`config.mk`:
```
export PLATFORM = sky130hd
export DESIGN_NAME = ahb_apb3_bridge_flat
export DESIGN_NICKNAME = d
export VERILOG_FILES = /design/src/rtl/ahb_apb_pkg.sv /design/src/rtl/ahb_apb3_bridge_if.sv /design/src/rtl/apb_slot_decode.sv /design/src/rtl/ahb_apb3_bridge.sv /design/src/flat_wrapper.sv
export SDC_FILE = /design/constraint.sdc
export NUM_CORES = 1
export LEC_CHECK = 0
export CORE_MARGIN = 5
export CORE_UTILIZATION = 50
export DETAILED_ROUTE_END_ITERATION = 16
export DONT_BUFFER_PORTS = 1
export PLACE_DENSITY = 0.71
export SYNTH_ARGS = -nofsm -noshare
export SYNTH_HDL_FRONTEND = slang
export SYNTH_SLANG_ARGS = --single-unit
```
`constraint.sdc`:
```
create_clock -name Hclk -period 3.7 [get_ports Hclk]
set_input_delay 0.555 -clock Hclk [delete_from_list [all_inputs] [get_ports Hclk]]
set_output_delay 0.555 -clock Hclk [all_outputs]
set_load 0.01 [all_outputs]
```
`src/rtl/ahb_apb_pkg.sv`:
```
// Shared encodings and helpers for the AHB to APB3 bridge.
// Strobe helper is width-agnostic; callers slice the low bytes.
package ahb_apb_pkg;

  typedef enum logic [1:0] {
    HT_IDLE   = 2'b00,
    HT_BUSY   = 2'b01,
    HT_NONSEQ = 2'b10,
    HT_SEQ    = 2'b11
  } htrans_t;

  typedef enum logic [1:0] {
    HR_OKAY  = 2'b00,
    HR_ERROR = 2'b01
  } hresp_t;

  typedef enum logic [2:0] {
    S_IDLE,
    S_WWAIT,
    S_SETUP,
    S_ACCESS,
    S_ERR1,
    S_ERR2
  } state_t;

  function automatic int max_size(
    input int data_w
  );
    return $clog2(data_w / 8);
  endfunction

  function automatic logic [7:0] strb_mask(
    input int size,
    input int off
  );
    logic [15:0] m;
    m = 16'((1 << (1 << size)) - 1) << off;
    return m[7:0];
  endfunction

endpackage

```
`src/rtl/ahb_apb3_bridge_if.sv`:
```
// AHB slave side and APB master side of the bridge.
// The slave modport is the bridge view; master is the bus owner view.
interface ahb_apb3_bridge_if #(
  parameter int DATA_W  = 32,
  parameter int ADDR_W  = 32,
  parameter int NUM_SLV = 4
);
  logic                  Hreadyin;
  logic [1:0]            Htrans;
  logic [2:0]            Hsize;
  logic                  Hwrite;
  logic [ADDR_W-1:0]     Haddr;
  logic [DATA_W-1:0]     Hwdata;
  logic [DATA_W-1:0]     Hrdata;
  logic                  Hreadyout;
  logic [1:0]            Hresp;
  logic [NUM_SLV-1:0]    Pselx;
  logic                  Penable;
  logic                  Pwrite;
  logic [ADDR_W-1:0]     Paddr;
  logic [DATA_W-1:0]     Pwdata;
  logic [DATA_W/8-1:0]   Pstrb;
  logic [DATA_W-1:0]     Prdata;
  logic                  Pready;
  logic                  Pslverr;

  modport slave (
    input  Hreadyin, Htrans, Hsize, Hwrite,
    input  Haddr, Hwdata,
    output Hrdata, Hreadyout, Hresp,
    output Pselx, Penable, Pwrite, Paddr,
    output Pwdata, Pstrb,
    input  Prdata, Pready, Pslverr
  );

  modport master (
    output Hreadyin, Htrans, Hsize, Hwrite,
    output Haddr, Hwdata,
    input  Hrdata, Hreadyout, Hresp,
    input  Pselx, Penable, Pwrite, Paddr,
    input  Pwdata, Pstrb,
    output Prdata, Pready, Pslverr
  );

endinterface

```
`src/rtl/apb_slot_decode.sv`:
```
// Address phase decode: slave slot, legality and byte strobes.
// Any address above the slot window counts as an unmapped slot.
module apb_slot_decode
  import ahb_apb_pkg::*;
#(
  parameter int DATA_W  = 32,
  parameter int ADDR_W  = 32,
  parameter int NUM_SLV = 4,
  parameter int SEL_LSB = 24,
  localparam int SEL_W  = (NUM_SLV > 1) ? $clog2(NUM_SLV) : 1,
  localparam int STRB_W = DATA_W / 8
) (
  input  logic [ADDR_W-1:0] addr,
  input  logic [2:0]        size,
  output logic [SEL_W-1:0]  slot,
  output logic              legal,
  output logic [STRB_W-1:0] strb
);
  localparam int BL   = $clog2(STRB_W);
  localparam int HI_W = ADDR_W - SEL_LSB;

  logic [HI_W-1:0] hi;
  logic [7:0]      m;
  logic            in_range;
  logic            size_ok;
  logic            align_ok;
  logic            unused_bits;
  int              sz;
  int              off;

  assign hi   = addr[ADDR_W-1:SEL_LSB];
  assign slot = addr[SEL_LSB +: SEL_W];

  always_comb begin
    sz       = int'(size);
    off      = int'(addr[BL-1:0]);
    m        = strb_mask(sz, off);
    in_range = hi < HI_W'(NUM_SLV);
    size_ok  = sz <= max_size(DATA_W);
    align_ok = (off & ((1 << sz) - 1)) == 0;
    legal    = in_range && size_ok && align_ok;
    strb     = m[STRB_W-1:0];
  end

  assign unused_bits = ^{addr[SEL_LSB-1:BL], m};

endmodule

```
`src/rtl/ahb_apb3_bridge.sv`:
```
// AHB-Lite slave to APB3 master bridge, one transfer in flight.
// Errors, illegal transfers and slave errors use the 2-cycle response.
module ahb_apb3_bridge
  import ahb_apb_pkg::*;
#(
  parameter int DATA_W  = 32,
  parameter int ADDR_W  = 32,
  parameter int NUM_SLV = 4,
  parameter int SEL_LSB = 24
) (
  input  logic              Hclk,
  input  logic              Hreset,
  ahb_apb3_bridge_if.slave  bus
);
  localparam int STRB_W = DATA_W / 8;
  localparam int SEL_W  =
    (NUM_SLV > 1) ? $clog2(NUM_SLV) : 1;

  state_t            state_q;
  state_t            state_d;
  logic [SEL_W-1:0]  slot_q;
  logic [SEL_W-1:0]  dec_slot;
  logic              dec_legal;
  logic [STRB_W-1:0] dec_strb;
  logic              accept;
  logic              rd_done;

  apb_slot_decode #(
    .DATA_W  (DATA_W),
    .ADDR_W  (ADDR_W),
    .NUM_SLV (NUM_SLV),
    .SEL_LSB (SEL_LSB)
  ) u_dec (
    .addr  (bus.Haddr),
    .size  (bus.Hsize),
    .slot  (dec_slot),
    .legal (dec_legal),
    .strb  (dec_strb)
  );

  assign accept = (state_q == S_IDLE)
               && bus.Hreadyin
               && (bus.Htrans == HT_NONSEQ
                || bus.Htrans == HT_SEQ);

  assign rd_done = (state_q == S_ACCESS)
                && bus.Pready
                && !bus.Pslverr
                && !bus.Pwrite;

  always_comb begin
    state_d = state_q;
    unique case (state_q)
      S_IDLE: begin
        if (accept) begin
          if (!dec_legal)      state_d = S_ERR1;
          else if (bus.Hwrite) state_d = S_WWAIT;
          else                 state_d = S_SETUP;
        end
      end
      S_WWAIT:  state_d = S_SETUP;
      S_SETUP:  state_d = S_ACCESS;
      S_ACCESS: begin
        if (bus.Pready)
          state_d = bus.Pslverr ? S_ERR1 : S_IDLE;
      end
      S_ERR1:   state_d = S_ERR2;
      S_ERR2:   state_d = S_IDLE;
      default:  state_d = S_IDLE;
    endcase
  end

  always_ff @(posedge Hclk) begin
    if (Hreset) begin
      state_q    <= S_IDLE;
      slot_q     <= '0;
      bus.Paddr  <= '0;
      bus.Pwrite <= 1'b0;
      bus.Pstrb  <= '0;
      bus.Pwdata <= '0;
      bus.Hrdata <= '0;
    end else begin
      state_q <= state_d;
      // Illegal transfers never touch the APB side
      if (accept && dec_legal) begin
        slot_q     <= dec_slot;
        bus.Paddr  <= bus.Haddr;
        bus.Pwrite <= bus.Hwrite;
        bus.Pstrb  <= bus.Hwrite ? dec_strb : '0;
      end
      if (state_q == S_WWAIT)
        bus.Pwdata <= bus.Hwdata;
      if (rd_done)
        bus.Hrdata <= bus.Prdata;
    end
  end

  always_comb begin
    bus.Pselx = '0;
    if (state_q == S_SETUP || state_q == S_ACCESS)
      bus.Pselx[slot_q] = 1'b1;
  end

  assign bus.Penable   = (state_q == S_ACCESS);
  assign bus.Hreadyout = (state_q == S_IDLE)
                      || (state_q == S_ERR2);
  assign bus.Hresp     =
    (state_q == S_ERR1 || state_q == S_ERR2)
      ? HR_ERROR : HR_OKAY;

endmodule

```
`src/flat_wrapper.sv`:
```
// flat-port wrapper written by rule: the top's interface ports become plain ports
module ahb_apb3_bridge_flat import ahb_apb_pkg::*;
#(
  parameter int DATA_W  = 32,
  parameter int ADDR_W  = 32,
  parameter int NUM_SLV = 4,
  parameter int SEL_LSB = 24
)
  (Hclk, Hreset, bus_Hreadyin, bus_Htrans, bus_Hsize, bus_Hwrite, bus_Haddr, bus_Hwdata, bus_Hrdata, bus_Hreadyout, bus_Hresp, bus_Pselx, bus_Penable, bus_Pwrite, bus_Paddr, bus_Pwdata, bus_Pstrb, bus_Prdata, bus_Pready, bus_Pslverr);
  ahb_apb3_bridge_if #(.DATA_W(DATA_W), .ADDR_W(ADDR_W), .NUM_SLV(NUM_SLV)) bus_i ();
  input  logic Hclk;
  input  logic Hreset;
  input wire logic [$bits(bus_i.Hreadyin)-1:0] bus_Hreadyin;
  input wire logic [$bits(bus_i.Htrans)-1:0] bus_Htrans;
  input wire logic [$bits(bus_i.Hsize)-1:0] bus_Hsize;
  input wire logic [$bits(bus_i.Hwrite)-1:0] bus_Hwrite;
  input wire logic [$bits(bus_i.Haddr)-1:0] bus_Haddr;
  input wire logic [$bits(bus_i.Hwdata)-1:0] bus_Hwdata;
  output wire logic [$bits(bus_i.Hrdata)-1:0] bus_Hrdata;
  output wire logic [$bits(bus_i.Hreadyout)-1:0] bus_Hreadyout;
  output wire logic [$bits(bus_i.Hresp)-1:0] bus_Hresp;
  output wire logic [$bits(bus_i.Pselx)-1:0] bus_Pselx;
  output wire logic [$bits(bus_i.Penable)-1:0] bus_Penable;
  output wire logic [$bits(bus_i.Pwrite)-1:0] bus_Pwrite;
  output wire logic [$bits(bus_i.Paddr)-1:0] bus_Paddr;
  output wire logic [$bits(bus_i.Pwdata)-1:0] bus_Pwdata;
  output wire logic [$bits(bus_i.Pstrb)-1:0] bus_Pstrb;
  input wire logic [$bits(bus_i.Prdata)-1:0] bus_Prdata;
  input wire logic [$bits(bus_i.Pready)-1:0] bus_Pready;
  input wire logic [$bits(bus_i.Pslverr)-1:0] bus_Pslverr;
  assign bus_i.Hreadyin = bus_Hreadyin;
  assign bus_i.Htrans = bus_Htrans;
  assign bus_i.Hsize = bus_Hsize;
  assign bus_i.Hwrite = bus_Hwrite;
  assign bus_i.Haddr = bus_Haddr;
  assign bus_i.Hwdata = bus_Hwdata;
  assign bus_Hrdata = bus_i.Hrdata;
  assign bus_Hreadyout = bus_i.Hreadyout;
  assign bus_Hresp = bus_i.Hresp;
  assign bus_Pselx = bus_i.Pselx;
  assign bus_Penable = bus_i.Penable;
  assign bus_Pwrite = bus_i.Pwrite;
  assign bus_Paddr = bus_i.Paddr;
  assign bus_Pwdata = bus_i.Pwdata;
  assign bus_Pstrb = bus_i.Pstrb;
  assign bus_i.Prdata = bus_Prdata;
  assign bus_i.Pready = bus_Pready;
  assign bus_i.Pslverr = bus_Pslverr;
  ahb_apb3_bridge #(.DATA_W(DATA_W), .ADDR_W(ADDR_W), .NUM_SLV(NUM_SLV), .SEL_LSB(SEL_LSB)) u_core (.Hclk(Hclk), .Hreset(Hreset), .bus(bus_i));
endmodule
```
==> impl_metrics.toml <==
[yosys]
syn-num-nets = 595
synth_warnings = 0
syn_avg_cell_area_um2 = 8.64
synth_seq_cells = 104
ys_seq_area_share_pct = 49.4
postSynthCellCount = 488
async_flop_share_pct = 0
syn_area_mm2 = 0.00422
synthDistinctLibCells = 40
synth_edf_count = 0
ys.flop_type = "dfxtp_1"

[cts]
cts_setup_buffers = 0
clk_pin_slew_ns = 0.10
cts_tree = "yes"
root_buffer = "clkbuf_8"
h-tree-depth = 3
cts_resized = 0
cts_buffers = 9
cts_hold_buf = 0
clock_latency_ns = 0.35
clock_path_buffers = 2
clkSinkCount = 104

[pwr]
total_leakage_power_nw = 1.44
power.share.combinational_pct = 3.3
p_sw_share_pct = 22.0
p_int_mw = 1.51
pwr-share-seq_pct = 59.4
power_mw = 1.94
power_frac_clock_pct = 37.3
vdd_drop_max_uv = 208
p_per_area_mw_per_mm2 = 447
switchingPower_mw = 0.426

[route]
vias = 3239
wl_um = 10200
post-route-drc-count = 0
wl_per_cell_um = 17.9
ant_nets = 0
drtIter0Drc = 125
viasPerCell = 5.69
drt_pass1_iterations = 4

[setup_path]
cpPeakStageDelay_ns = 0.88
r2r_cells = 5
r2r_slack_ns = 1.27
cp-start-kind = "register"
critPathMaxFanout = 34
cp_cell_sequence = "or2_1 > nor3_4 > buf_4 > and2_2 > o21ai_1"
crit_start = "u_core.state_q[0]"
crit_type = "reg2reg"
r2r_start = "u_core.state_q[0]"
worstPathArrival_ns = 2.64
endpoint = "u_core.bus.Paddr[3]"
end_kind = "register"
regToRegEndpoint = "u_core.bus.Paddr[3]"
slowest_stage = "and2_2"
critPathRequiredTime_ns = 3.90

[grt]
grt_max_degree = 133
antenna_found_initial = 0
grt_pass1_vias = 3027
grt_first_pass_wirelength_um = 15500
grt.total_usage_pct = 18.9
grt.overflow.total = 0

[cells_and_area]
final_common_cell = "nand2_1"
nets = 566
most-common-layout-cells = "nand2_1, dfxtp_1, a21oi_1"
stdcell_count = 569
area_growth_pct = 2.88
drive_gt1_share_pct = 11.2
antenna_cells = 0

[sta]
skew_ns = 0.0134
fmaxAchievable_mhz = 411
final.setup.tns_ns = 0
min_period_over_period_pct = 65.8
rsz0062_at_grt = "no"
tightest_slew_ns = 1.09
final_max_slew_viol_count = 0
hold_violations = 0
max_slew_margin_pct = 27.5
setup_viol = 0
timing.final.crit_period_ns = 2.43

[floorplan]
die_area_mm2 = 0.0104
io-pin-count = 216
die_y_um = 102
core_area_mm2 = 0.00822
rows = 33
initial_core_util_pct = 51.3
die_w_um = 102

[min_path]
hold_class = "in2reg"

[placed_design]
io_buffer_count = 0
place.gp.congestion = 0.755
placed_cells = 553
dp.final_hpwl_um = 7230

[run]
max_cap_viol_count = 0

[run_status]
status = "finished, final reports clean"
## routing by layer
metal  up-vias  routed length [µm]  track usage (%)
met5         -                   0                0
met4         0                 153             6.66
met3        12                1150             7.44
met2       135                4960             31.1
met1      1514                3930             22.4
li1       1578                   -                -
## stage by stage
step	hold WS [ns]	utilization [%]	setup slack, ns	area [µm²]
final	0.283	52.8	1.27	4340
after CTS	0.245	52.8	1.26	4340
after global routing	0.245	52.8	1.04	4340
after global placement	0.484	50.3	1.33	4130
after detailed placement	0.490	50.3	1.27	4130
after floorplan	0.481	-	2.02	4220
## layout make-up
class                      count  area (µm²)
timing repair buffer           3        22.5
sequential                   104        2080
clock inverter                 4        52.6
clock buffer                  12         155
fill                         781        3880
tap                          105         131
inverter                       2        7.51
multi-input combinational    339        1890
## worst min-delay path by stage
stage | start | end | depth (start not counted)
CTS | Hreset | u_core.bus.Hrdata[31] | 1
global route | Hreset | u_core.state_q[2] | 1
floorplan | u_core.bus.Hrdata[0] | u_core.bus.Hrdata[0] | 2
detailed placement | u_core.bus.Hrdata[30] | u_core.bus.Hrdata[30] | 2
finish | Hreset | u_core.bus.Paddr[26] | 1
global placement | u_core.bus.Hrdata[15] | u_core.bus.Hrdata[15] | 2
## registers in the layout, summed over array words and instances (netlist names)
name / flops
u_core.bus.Hrdata: 32
u_core.bus.Pwrite: 1
u_core.bus.Pstrb: 4
u_core.state_q: 3
u_core.bus.Paddr: 31
u_core.bus.Pwdata: 32
u_core.slot_q: 1
## critical path, delay by kind of cell (launching register included)
kind | cells | cell delay [ns]
buffers and inverters | 1 | 0.33
AND/OR/NAND/NOR | 3 | 1.35
flip-flops | 1 | 0.45
AO/OA/AOI/OAI | 1 | 0.15
## logic make-up (layout without fill, tap and decap cells)
group	count (synthesis)	count (layout)	share of synthesized area, %
compound gates	107	107	15.6
xor+xnor	1	1	0.208
buf+inv	45	21	6.06
flops	104	104	49.4
mux	3	3	0.712
other cells	1	1	0.0890
simple gates	227	227	27.9
## cell usage after synthesis, types with 2 or more instances
library cell / instances / area (µm²)
nor3_1: 2 / 10.0
nor4_1: 3 / 18.8
and3_1: 2 / 12.5
buf_6: 3 / 33.8
buf_4: 5 / 37.5
inv_1: 2 / 7.51
o21ai_0: 2 / 10.0
nand3_1: 3 / 15.0
nor2_1: 9 / 33.8
and2_1: 3 / 18.8
clkbuf_1: 21 / 78.8
nand2_1: 132 / 495
o21ai_2: 24 / 210
a2111oi_0: 2 / 17.5
a21oi_1: 68 / 340
buf_2: 9 / 45.0
dfxtp_1: 104 / 2080
nor2b_1: 2 / 12.5
buf_8: 3 / 45.0
buf_1: 2 / 7.51
nor3b_2: 6 / 75.1
a211o_1: 2 / 17.5
nand2b_1: 32 / 200
mux2i_1: 3 / 30.0
nand4b_1: 26 / 228
o21ai_1: 4 / 20.0
## power by group through the flow
stage          Sequential (mW)  Combinational, mW  Clock (mW)
6_report                  1.15             0.0631       0.723
5_1_grt                   1.15             0.0715       0.790
4_1_cts                   1.15             0.0642       0.744
3_5_place_dp              1.18             0.0644           0
3_3_place_gp              1.18             0.0616           0
2_1_floorplan             1.17             0.0779           0
Note: power is estimated with default switching activity, not from simulation.
